## config.mk

```make
export PLATFORM = sky130hd
export DESIGN_NAME = muldiv_unit
export DESIGN_NICKNAME = d
export VERILOG_FILES = /design/src/rtl/muldiv_pkg.sv /design/src/rtl/muldiv_signfix.sv /design/src/rtl/muldiv_unit.sv
export SDC_FILE = /design/constraint.sdc
export NUM_CORES = 1
export LEC_CHECK = 0
export ABC_AREA = 1
export BUFFER_PORTS_ARGS = -buffer_cell sky130_fd_sc_hd__buf_4
export CAP_MARGIN = 30
export CORE_UTILIZATION = 39
export DETAILED_ROUTE_END_ITERATION = 10
export PLACE_DENSITY_LB_ADDON = 0.2
export SLEW_MARGIN = 20
export SYNTH_ARGS = -nofsm -noshare
export SYNTH_HDL_FRONTEND = slang
export SYNTH_SLANG_ARGS = --single-unit
```

## constraint.sdc

```tcl
create_clock -name clk -period 5.8 [get_ports clk]
set_input_delay 0.58 -clock clk [delete_from_list [all_inputs] [get_ports clk]]
set_output_delay 0.58 -clock clk [all_outputs]
set_load 0.005 [all_outputs]
```

## src/rtl/muldiv_pkg.sv

```systemverilog
// Shared types for the iterative multiply/divide unit.
package muldiv_pkg;

  typedef enum logic [1:0] {
    OpMultu = 2'b00,
    OpMult  = 2'b01,
    OpDivu  = 2'b10,
    OpDiv   = 2'b11
  } muldiv_op_t;

  typedef enum logic [1:0] {
    StIdle = 2'b00,
    StRun  = 2'b01,
    StDone = 2'b10
  } muldiv_state_t;

  function automatic logic op_is_div(muldiv_op_t op);
    return (op == OpDivu) || (op == OpDiv);
  endfunction

  function automatic logic op_is_signed(muldiv_op_t op);
    return (op == OpMult) || (op == OpDiv);
  endfunction

endpackage

```

## src/rtl/muldiv_signfix.sv

```systemverilog
// Final result shaping: sign correction of magnitude results and divide-by-zero override.
module muldiv_signfix
  import muldiv_pkg::*;
#(
  parameter int unsigned WIDTH = 32
) (
  input  muldiv_op_t           op,
  input  logic [2*WIDTH-1:0]   raw,
  input  logic                 neg_res,
  input  logic                 neg_rem,
  input  logic                 div_zero,
  output logic [WIDTH-1:0]     hi_res,
  output logic [WIDTH-1:0]     lo_res
);

  logic [2*WIDTH-1:0] prod;
  logic [WIDTH-1:0]   quot;
  logic [WIDTH-1:0]   rem;

  always_comb begin
    hi_res = '0;
    lo_res = '0;
    prod   = neg_res ? (~raw + 1'b1) : raw;
    quot   = neg_res ? (~raw[WIDTH-1:0] + 1'b1) : raw[WIDTH-1:0];
    // With a zero divisor the remainder is the dividend magnitude, so re-signing yields srca.
    rem    = neg_rem ? (~raw[2*WIDTH-1:WIDTH] + 1'b1) : raw[2*WIDTH-1:WIDTH];
    case (op)
      OpMultu, OpMult: begin
        hi_res = prod[2*WIDTH-1:WIDTH];
        lo_res = prod[WIDTH-1:0];
      end
      default: begin
        hi_res = rem;
        lo_res = div_zero ? '1 : quot;
      end
    endcase
  end

endmodule

```

## src/rtl/muldiv_unit.sv

```systemverilog
// Radix-2 iterative multiply/divide unit with architectural HI/LO registers.
module muldiv_unit
  import muldiv_pkg::*;
#(
  parameter int unsigned WIDTH = 32,
  parameter int unsigned CNTW  = $clog2(WIDTH)
) (
  input  logic             clk,
  input  logic             reset,
  input  logic             start,
  input  logic [1:0]       op,
  input  logic [WIDTH-1:0] srca,
  input  logic [WIDTH-1:0] srcb,
  input  logic             flush,
  input  logic             hi_we,
  input  logic             lo_we,
  input  logic [WIDTH-1:0] wdata,
  output logic             busy,
  output logic             done,
  output logic [WIDTH-1:0] hi,
  output logic [WIDTH-1:0] lo,
  output logic             dbz
);

  muldiv_state_t      state_q, state_d;
  muldiv_op_t         op_in, op_q;
  logic [CNTW-1:0]    cnt_q;
  logic [WIDTH-1:0]   m_q;
  logic [2*WIDTH-1:0] acc_q, acc_step;
  logic               neg_res_q, neg_rem_q, bzero_q;
  logic [WIDTH-1:0]   hi_q, lo_q;
  logic               dbz_q;

  logic               start_ok, last_step, in_sgn, in_div;
  logic               a_neg, b_neg;
  logic [WIDTH-1:0]   a_mag, b_mag;
  logic [WIDTH:0]     rem_shift, sum;
  logic [WIDTH-1:0]   diff;
  logic [WIDTH-1:0]   hi_res, lo_res;

  assign op_in     = muldiv_op_t'(op);
  assign in_sgn    = op_is_signed(op_in);
  assign in_div    = op_is_div(op_in);
  assign a_neg     = in_sgn & srca[WIDTH-1];
  assign b_neg     = in_sgn & srcb[WIDTH-1];
  assign a_mag     = a_neg ? (~srca + 1'b1) : srca;
  assign b_mag     = b_neg ? (~srcb + 1'b1) : srcb;
  assign start_ok  = start && !flush && (state_q != StRun);
  assign last_step = (state_q == StRun) && !flush && (cnt_q == '0);

  always_comb begin
    state_d = state_q;
    unique case (state_q)
      StIdle:  if (start_ok) state_d = StRun;
      StRun: begin
        if (flush)               state_d = StIdle;
        else if (cnt_q == '0)    state_d = StDone;
      end
      StDone:  state_d = start_ok ? StRun : StIdle;
      default: state_d = StIdle;
    endcase
  end

  // One iteration: acc holds {partial, multiplier} or {remainder, dividend/quotient}.
  always_comb begin
    acc_step  = acc_q;
    rem_shift = {acc_q[2*WIDTH-1:WIDTH], acc_q[WIDTH-1]};
    diff      = rem_shift[WIDTH-1:0] - m_q;
    sum       = {1'b0, acc_q[2*WIDTH-1:WIDTH]} + {1'b0, m_q};
    if (op_is_div(op_q)) begin
      if (rem_shift >= {1'b0, m_q}) acc_step = {diff, acc_q[WIDTH-2:0], 1'b1};
      else                          acc_step = {acc_q[2*WIDTH-2:0], 1'b0};
    end else if (acc_q[0]) begin
      acc_step = {sum, acc_q[WIDTH-1:1]};
    end else begin
      acc_step = {1'b0, acc_q[2*WIDTH-1:1]};
    end
  end

  muldiv_signfix #(
    .WIDTH(WIDTH)
  ) u_signfix (
    .op       (op_q),
    .raw      (acc_step),
    .neg_res  (neg_res_q),
    .neg_rem  (neg_rem_q),
    .div_zero (bzero_q),
    .hi_res   (hi_res),
    .lo_res   (lo_res)
  );

  always_ff @(posedge clk or negedge reset) begin
    if (!reset) begin
      state_q   <= StIdle;
      op_q      <= OpMultu;
      cnt_q     <= '0;
      m_q       <= '0;
      acc_q     <= '0;
      neg_res_q <= 1'b0;
      neg_rem_q <= 1'b0;
      bzero_q   <= 1'b0;
      hi_q      <= '0;
      lo_q      <= '0;
      dbz_q     <= 1'b0;
    end else begin
      state_q <= state_d;
      if (start_ok) begin
        op_q      <= op_in;
        cnt_q     <= CNTW'(WIDTH - 1);
        m_q       <= in_div ? b_mag : a_mag;
        acc_q     <= in_div ? {{WIDTH{1'b0}}, a_mag} : {{WIDTH{1'b0}}, b_mag};
        neg_res_q <= a_neg ^ b_neg;
        neg_rem_q <= a_neg;
        bzero_q   <= (srcb == '0);
        dbz_q     <= 1'b0;
      end else if (state_q == StRun) begin
        acc_q <= acc_step;
        cnt_q <= cnt_q - 1'b1;
      end
      // Direct writes land first; a started operation overwrites them on completion.
      if (state_q != StRun) begin
        if (hi_we) hi_q <= wdata;
        if (lo_we) lo_q <= wdata;
      end else if (last_step) begin
        hi_q  <= hi_res;
        lo_q  <= lo_res;
        dbz_q <= op_is_div(op_q) & bzero_q;
      end
    end
  end

  assign busy = (state_q == StRun);
  assign done = (state_q == StDone);
  assign hi   = hi_q;
  assign lo   = lo_q;
  assign dbz  = dbz_q;

endmodule

```

# ---- Word level (Yosys, flattened, before mapping)
# Cells that the tools add are included.
dict set report word_totals {
  elab_cells 91
  regBits 173
}
dict set report op_classes {
  eq_ne 13
  add_sub_neg 8
  n_reduce_logical 18
  n_bitwise 9
  muxes 31
  order_cmp 1
}
# cell count
set op_table {}
lappend op_table {{32-bit two-way mux} 15}
lappend op_table {{64-bit two-way mux} 6}
lappend op_table {{32-bit by 1-bit adder with 32-bit output (second input constant)} 4}
lappend op_table {{32-bit inverter} 4}
lappend op_table {{64-bit by 1-bit adder with 64-bit output (second input constant)} 1}
lappend op_table {{64-bit inverter} 1}
lappend op_table {{32-bit by 32-bit adder with 33-bit output} 1}
lappend op_table {{33-bit by 32-bit greater-or-equal comparator with 1-bit output} 1}
lappend op_table {{32-bit zero test} 1}
lappend op_table {{32-bit subtractor} 1}
lappend op_table {{2-bit == test (second input constant)} 5}
lappend op_table {{5-bit two-way mux} 2}
lappend op_table {{2-bit by 1-bit == test with 1-bit output (second input constant)} 3}
lappend op_table {{2-bit two-way mux} 3}
lappend op_table {{2-bit != test (second input constant)} 3}
lappend op_table {{2-bit one-hot mux with 3 select lines} 1}
lappend op_table {{2-bit AND reduction} 3}
lappend op_table {{5-bit zero test} 1}
lappend op_table {{5-bit by 1-bit subtractor with 5-bit output (second input constant)} 1}
lappend op_table {{1-bit logical AND} 4}
lappend op_table {{2-bit zero test} 2}
lappend op_table {{1-bit two-way mux} 4}
lappend op_table {{2-bit nonzero test} 2}
lappend op_table {{1-bit bitwise AND} 3}
lappend op_table {{other kinds (6)} 8}

# ---- Longest topological paths before layout
# Gate-level depths: netlist (run 1).
dict set report depth {
  depth_word 10
  mapped_depth 34
}

# ---- Hierarchy
# Synthesis (run 1) repeated with hierarchy kept, for this count alone.
dict set report hier_totals {
  hier_cells 3212
  hier_area_um2 18676.7
}
# module cells_per_inst area_each_um2 instances seq_area_each_um2
set by_module_without_submodules {}
lappend by_module_without_submodules {muldiv_unit 2632 15869.0 1 4329.2}
lappend by_module_without_submodules {muldiv_signfix 580 2807.7 1 0.0}

# ---- Least setup slack after synthesis (run 1)
# OpenSTA, ideal clock, no wires.
dict set report synth_path {
  path_type {reg-to-reg}
  from {reg acc_q[59]}
  to {reg hi_q[30] (netlist: hi[30])}
  arrival_time_ns 3.597
  path_slack_ns 2.081
  required_time_ns 5.678
  n_path_buf 1
  synth_period_minus_slack_ns 3.719
  path_stages_with_launch 30
  cell_sequence {dfrtp_1 -> ha_1 -> a21oi_1 -> nand2_1 -> a21oi_1 -> nand2_2 -> nor2_4 -> nand2_4 -> buf_6 -> o21ai_2 -> ha_1 -> inv_1 -> nor3_2 -> nand2_1 -> nor2_2 -> nand2_1 -> nor2_2 -> nand3_1 -> nor2_1 -> nor2_1 -> inv_2 -> nand2_2 -> nor2_2 -> o21ai_1 -> nor2_1 -> nand2_1 -> nand2_1 -> nand2_1 -> nand3_1 -> a21oi_1}
}
dict set report synth_between {
  elab_chain_cells 9
}
# element line_no
set synth_rtl {}
lappend synth_rtl {{start, declared} muldiv_unit.sv:29} ;# logic [2*WIDTH-1:0] acc_q, acc_step;
lappend synth_rtl {{start signal, assigned} muldiv_unit.sv:111} ;# acc_q <= in_div ? {{WIDTH{1'b0}}, a_mag} : {{WIDTH{1'b0}}, b_mag};
lappend synth_rtl {{start signal, assigned} muldiv_unit.sv:117} ;# acc_q <= acc_step;
lappend synth_rtl {{32-bit by 32-bit adder with 33-bit output (tied with other cells)} muldiv_unit.sv:69} ;# sum = {1'b0, acc_q[2*WIDTH-1:WIDTH]} + {1'b0, m_q};
lappend synth_rtl {{64-bit two-way mux (on tied branches)} {muldiv_unit.sv:73, muldiv_unit.sv:71}}
lappend synth_rtl {{64-bit two-way mux *} muldiv_unit.sv:70} ;# if (op_is_div(op_q)) begin
lappend synth_rtl {{64-bit inverter or 32-bit inverter (tied branches)} {muldiv_signfix.sv:23, muldiv_signfix.sv:26}}
lappend synth_rtl {{64-bit by 1-bit adder with 64-bit output or 32-bit by 1-bit adder with 32-bit output (tied branches)} {muldiv_signfix.sv:23, muldiv_signfix.sv:26}}
lappend synth_rtl {{64-bit two-way mux or 32-bit two-way mux (tied branches)} {muldiv_signfix.sv:23, muldiv_signfix.sv:26}}
lappend synth_rtl {{32-bit two-way mux *} muldiv_signfix.sv:27} ;# case (op)
lappend synth_rtl {{32-bit two-way mux *} muldiv_unit.sv:124} ;# end else if (last_step) begin
lappend synth_rtl {{32-bit two-way mux *} muldiv_unit.sv:121} ;# if (state_q != StRun) begin
lappend synth_rtl {{end signal, assigned} muldiv_unit.sv:122} ;# if (hi_we) hi_q <= wdata;
lappend synth_rtl {{end signal, assigned} muldiv_unit.sv:125} ;# hi_q <= hi_res;
lappend synth_rtl {{end, declared} muldiv_unit.sv:31} ;# logic [WIDTH-1:0] hi_q, lo_q;
# Mark *: on every way between the ends. The rest lies on a longest branch, timed or not. The select of a mux whose other input is x is not followed.
# A chain may end at the register's enable or synchronous reset.

# ---- Worst setup path after layout (run 1)
dict set report layout_path {
  from {reg m_q[11]}
  to {reg hi_q[30] (netlist: hi[30])}
}
dict set report layout_between {
  elab_chain_cells 9
}
# element line_no
set layout_rtl {}
lappend layout_rtl {{start, declared} muldiv_unit.sv:28} ;# logic [WIDTH-1:0] m_q;
lappend layout_rtl {{start signal, assigned} muldiv_unit.sv:110} ;# m_q <= in_div ? b_mag : a_mag;
lappend layout_rtl {{32-bit by 32-bit adder with 33-bit output (tied with other cells)} muldiv_unit.sv:69}
lappend layout_rtl {{64-bit two-way mux (on tied branches)} {muldiv_unit.sv:73, muldiv_unit.sv:71}}
lappend layout_rtl {{64-bit two-way mux *} muldiv_unit.sv:70}
lappend layout_rtl {{64-bit inverter or 32-bit inverter (tied branches)} {muldiv_signfix.sv:23, muldiv_signfix.sv:26}}
lappend layout_rtl {{64-bit by 1-bit adder with 64-bit output or 32-bit by 1-bit adder with 32-bit output (tied branches)} {muldiv_signfix.sv:23, muldiv_signfix.sv:26}}
lappend layout_rtl {{64-bit two-way mux or 32-bit two-way mux (tied branches)} {muldiv_signfix.sv:23, muldiv_signfix.sv:26}}
lappend layout_rtl {{32-bit two-way mux *} muldiv_signfix.sv:27}
lappend layout_rtl {{32-bit two-way mux *} muldiv_unit.sv:124}
lappend layout_rtl {{32-bit two-way mux *} muldiv_unit.sv:121}
# Marked as above.

==> results.toml, run 1 <==
[run_status]
status = "complete, no violations"

[logic_synthesis]
muxShareOfSynthArea_pct = 0
synth_edf_count = 0
synth.most_common_cell = "nand2_1"
synth_top_area_cell = "dfrtp_1"
yosysWarnings = 0
ys.flop_type = "dfrtp_1"
yosys.area_share.simple_pct = 37.2
synthCells = 3006
synth_nets = 3182
yosysUniqueCellTypes = 54
synthXorXnorAreaFrac_pct = 4.68
syn_area_sq_um = 17800
synth_top_family_by_area = "simple AND/OR/NAND/NOR gates"
netlist_top_cells_count = "nand2_1, inv_1, nor2_1"
synth_compound_area_share_pct = 16.9
yosysSeqAreaShare_pct = 24.2
async_flop_share_pct = 100
avgSynthCellArea_sq_um = 5.92
synthAdderAreaFrac_pct = 5.15
synth_top_area_share_pct = 24.2
yosys_register_bits = 172
synth_area_leaders = "dfrtp_1, nand2_1, inv_1"

[critical_path]
cp_common_cell = "nand2_1"
slowest_delay_ns = 0.47
end_kind = "flip-flop"
cp_data_arrival_time_ns = 5.23
crit_fanout = 5
ff2ff_path_depth = 30
crit_type = "reg2reg"
cp_slowest_cell = "dfrtp_1"
critPathTopFamily = "simple AND/OR/NAND/NOR gates"
cp.required_ns = 6.20
cp_num_buf_inv = 3
r2r_start = "m_q[11]$_DFFE_PN0P_"
r2r_setup_slack_ns = 0.97
rr_endpoint = "hi[30]$_DFFE_PN0P_"
startpoint_type = "flip-flop"

[sta]
slew_headroom_pct = 27.7
setup_violations = 0
whs_ns = 0.144
post-route-period-util_pct = 83.3
rsz0062_at_grt = "false"
tightest_slew_ns = 1.07
drv_slew = 0
fin_crit_ns = 4.83
skew_ns = 0.0257
tns_ns = 0
final_hold_viol_count = 0
max_freq_mhz = 207

[die]
io_pins = 171
start_util_pct = 39.9
fp.dieH_um = 216
coreArea_sq_um = 44600
dieArea_sq_um = 46500
rows = 77
die_w_um = 216

[cells_and_area]
diodes = 0
register_area_sq_um = 4310
multi_input_area_sq_um = 11400
synthToLayoutAreaGrowth_pct = 13.9
drive_above_1_share_pct = 9.65
finalNetCount = 3291
fillers = 4900

[drt]
ant_nets = 0
dr.pass1.iters = 7
via_per_inst = 5.53
drc = 0
wl_per_cell_um = 22.0
drt_iter0_markers = 1910
drt_wl_total_um = 81900
vias = 20600

[clocking]
cts_resized = 0
path_clk_slew_ns = 0.08
cts_root_buf = "clkbuf_16"
clock-sinks = 172
cts_hold_buf = 0
clk_path_buf_depth = 2
cts_setup_buffers = 0
clk_latency_ns = 0.49
numCtsBuffers = 17
cts_tree = "done"
h-tree-depth = 4

[power]
power.leakage_nw = 10.4
irDropWorstVdd_mv = 0.371
power.density_nw_per_um2 = 569

[global_route]
first_global_vias = 19500
grt_usage_pct = 35.3
overflow = 0
antenna_found_initial = 0
grt_pass1_wl_um = 123000
grt_max_degree = 101

[placement]
gp_congestion = 0.997
port_buffers = 170
dp_hpwl_um = 65800

[run]
maxCapViolCount = 0

[min_path]
hp-class = "in2async"
## flip-flops by register name, indices dropped and copies added (netlist names)
name	count
bzero_q	1
dbz	1
m_q	32
neg_res_q	1
cnt_q	5
op_q	1
neg_rem_q	1
hi	32
acc_q	64
lo	32
state_q	2
## worst max-delay path by stage
stage | cells past startpoint | startpoint | end | slack, ns
6_report | 30 | m_q[11]$_DFFE_PN0P_ | hi[30]$_DFFE_PN0P_ | 0.97
2_1_floorplan | 29 | acc_q[59]$_DFFE_PN0P_ | hi[30]$_DFFE_PN0P_ | 2.08
4_1_cts | 30 | m_q[11]$_DFFE_PN0P_ | hi[30]$_DFFE_PN0P_ | 1.11
3_5_place_dp | 30 | m_q[11]$_DFFE_PN0P_ | hi[30]$_DFFE_PN0P_ | 1.15
5_1_grt | 30 | m_q[11]$_DFFE_PN0P_ | hi[30]$_DFFE_PN0P_ | 0.55
3_3_place_gp | 30 | m_q[11]$_DFFE_PN0P_ | hi[30]$_DFFE_PN0P_ | 1.21
## stage by stage
step / total power, W / utilization, % / area (sq um) / setup slack (ns) / std cells
after floorplan: 0.00727 / - / 17800 / 2.08 / 3006
after global placement: 0.0101 / 43.9 / 19600 / 1.21 / 3684
after detailed placement: 0.0101 / 43.9 / 19600 / 1.15 / 3686
after CTS: 0.0114 / 45.3 / 20200 / 1.11 / 3718
after global routing: 0.0125 / 45.4 / 20200 / 0.547 / 3720
final: 0.0115 / 45.4 / 20200 / 0.966 / 3720
## worst register-to-register path: cells and delay by family (launching register included)
kind                       cells  cell delay (ns)
adders and majority gates      2             0.61
and+or+nand+nor               22             2.81
AOI/OAI and AO/OA              3             0.52
DFF                            1             0.47
buffers and inverters          3             0.33
## final cells by class
type	instances	share of cell area, %
clock inverters	13	0.754
inverters	436	8.08
multi-input cells	2289	56.3
flip-flops and latches	172	21.3
repair buffers	199	7.68
well taps	592	3.66
clock buffers	19	2.24
## cells in the final DEF, fill, tap and decap left out, types with 6 or more instances in the layout
| master | synthesis | layout |
|---|---|---|
| o21ai_1 | 10 | 10 |
| nand2_2 | 10 | 12 |
| a31oi_1 | 41 | 41 |
| nor4_1 | 7 | 7 |
| inv_2 | 7 | 9 |
| o21ai_0 | 152 | 152 |
| o221ai_1 | 12 | 12 |
| o211ai_1 | 27 | 27 |
| a22oi_1 | 21 | 21 |
| nand3b_1 | 9 | 9 |
| buf_4 | 4 | 193 |
| clkinv_1 | 7 | 7 |
| ha_1 | 70 | 70 |
| o31ai_1 | 10 | 10 |
| or2_2 | 6 | 6 |
| inv_1 | 422 | 420 |
| nor2_2 | 20 | 21 |
| dfrtp_1 | 172 | 171 |
| nor2_1 | 312 | 309 |
| clkbuf_16 | 0 | 17 |
| xor2_1 | 57 | 57 |
| o21bai_1 | 6 | 6 |
| o22ai_1 | 31 | 31 |
| nand3_1 | 226 | 226 |
| nor3_1 | 45 | 45 |
| xnor2_1 | 38 | 38 |
| a21oi_1 | 182 | 181 |
| nand4_1 | 17 | 17 |
| nand2_1 | 934 | 931 |
## power by group
group	switching (W)	total, W	internal [W]
registers	0.000463	0.00203	0.00157
clock network	0.000621	0.00126	0.000634
logic	0.00571	0.00824	0.00253
## metal layers
layer / GRT usage (%) / vias up / wire [um]
li1: - / 9900 / -
met1: 45.9 / 9684 / 34500
met2: 56.2 / 838 / 37200
met3: 5.86 / 137 / 5900
met4: 18.0 / 0 / 4390
met5: 0 / - / 0
## logic make-up (layout without fill, tap and decap cells)
group | after synthesis | after routing
AOI/OAI and AO/OA | 521 | 521
DFF | 172 | 172
xor gates and xnor gates | 95 | 95
and+or+nand+nor | 1601 | 1601
buffers and inverters | 545 | 667
adders and majority gates | 72 | 72
(Power assumes the default switching activity.)
==> inputs of run 2 (changes only) <==
Clock period 5.8 ns to 4.3 ns, I/O delays scaled along.
==> results.toml, run 2 (same netlist as run 1, synthesis figures left out) <==
[drt]
ant_nets = 0
drc = 0
dr.pass1.iters = 8
via_per_inst = 5.58
drt_wl_total_um = 87800
vias = 21200
wl_per_cell_um = 23.1
drt_iter0_markers = 2115

[placement]
port_buffers = 170
dp_slack_ns = 0.0219
dp_cells = 3765
dp_hpwl_um = 70900
gp_congestion = 1.01

[cells_and_area]
finalNetCount = 3374
diodes = 0
synthToLayoutAreaGrowth_pct = 19.3
layout_commonest_cell = "nand2_1"
final_util_pct = 47.6
largest_register = "acc_q"
instances_no_fill = 3803
layout_common_cells = "nand2_1, inv_1, nor2_1"
drive_above_1_share_pct = 13.6
largest_reg_flops = 64

[die]
dieArea_sq_um = 46500
coreArea_sq_um = 44600
io_pins = 171
fp.dieH_um = 216
start_util_pct = 39.9
die_w_um = 216
rows = 77

[sta]
final_hold_viol_count = 1
setup_violations = 0
slew_headroom_pct = 33.9
drv_slew = 0
post-route-period-util_pct = 95.5
fin_crit_ns = 4.11
tightest_slew_ns = 0.990
skew_ns = 0.0201
whs_ns = -0.00372
setup_slack_ns = 0.191
max_freq_mhz = 243

[critical_path]
cp_data_arrival_time_ns = 4.53
crit_fanout = 6
cp_common_cell = "nand2_1"
end_kind = "flip-flop"
cp.required_ns = 4.72
slowest_delay_ns = 0.38
cp_slowest_cell = "dfrtp_1"
crit_type = "reg2reg"
startpoint_type = "flip-flop"

[global_route]
grt_max_degree = 84
overflow = 0
antenna_found_initial = 2
first_global_vias = 20300
grt_usage_pct = 37.3
grt_pass1_wl_um = 128000

[clocking]
clock-sinks = 172
cts_tree = "done"
h-tree-depth = 4
cts_root_buf = "clkbuf_16"
numCtsBuffers = 17
clk_latency_ns = 0.49
path_clk_slew_ns = 0.09
cts_hold_buf = 0
clk_path_buf_depth = 2

[power]
power.density_nw_per_um2 = 798
finalPower_w = 0.0169
irDropWorstVdd_mv = 0.368
power.leakage_nw = 10.8

[run_status]
violations = "hold timing"
status = "finished, violations left"

[min_path]
hp-class = "in2async"

[run]
maxCapViolCount = 0
-- run 2: cell types whose count changed in the layout (fill, tap and decap cells not counted), sizes merged --
cell      delta
inv          +2
buf         +83
clkbuf       -1
clkinvlp     -1
-- run 2: what timing repair did --
| item | in CTS | in global routing |
|---|---|---|
| endpoints found under the setup margin | 0 | 17 |
| resized for setup | 0 | 70 |
| buffers inserted | 0 | 6 |
-- run 2: path summary, 6_finish.rpt --
| kind | startpoint | endpoint | slack (ns) | cells after the start |
|---|---|---|---|---|
| max | m_q[24]$_DFFE_PN0P_ | hi[30]$_DFFE_PN0P_ | 0.19 | 28 |
| min | reset | lo[15]$_DFFE_PN0P_ | -0.004 | 1 |
| max reg2reg | m_q[24]$_DFFE_PN0P_ | hi[30]$_DFFE_PN0P_ | 0.19 | 28 |
| min reg2reg | cnt_q[4]$_DFFE_PN0P_ | cnt_q[4]$_DFFE_PN0P_ | 0.50 | 1 |
| max in group asynchronous | reset | op_q[1]$_DFFE_PN0P_ | 3.25 | 2 |
| min in group clk | flush | state_q[0]$_DFFE_PN0P_ | 0.18 | 2 |
-- run 2: cell type report --
| cell class | count | area, sq um |
|---|---|---|
| Clock buffer | 18 | 439 |
| Clock inverter | 14 | 173 |
| Fill cell | 4740 | 23400 |
| Inverter | 436 | 1640 |
| Multi-Input combinational cell | 2289 | 11800 |
| Sequential cell | 172 | 4310 |
| Tap cell | 592 | 741 |
| Timing Repair Buffer | 282 | 2160 |
-- run 2: worst max-delay path: cells and delay by family, from the launching register on --
kind / cells / cell delay [ns]
adder cells (fa/ha/maj): 2 / 0.46
flip-flops: 1 / 0.38
AO/OA/AOI/OAI: 5 / 0.78
buffers and inverters: 3 / 0.22
AND/OR/NAND/NOR: 18 / 2.23
-- run 2: power breakdown --
part | switching (W) | leakage (nW) | internal (W)
clock | 0.000850 | 0.296 | 0.000849
combinational | 0.00851 | 8.44 | 0.00421
sequential | 0.000402 | 2.04 | 0.00212
-- run 2: per-layer routing --
layer | GRT usage, % | wire (um) | share of wire, %
met3 | 8.58 | 7430 | 8.5
met5 | 0 | 0 | 0
met2 | 60.4 | 40200 | 46
met4 | 19.2 | 4820 | 5.5
met1 | 46.2 | 35400 | 40
-- run 2: through the flow --
step	TNS [ns]	area, sq um
finish	0	21200
global route	-0.404	21200
CTS	0	20800
detailed placement	0	20200
global placement	0	20200
floorplan	0	17800
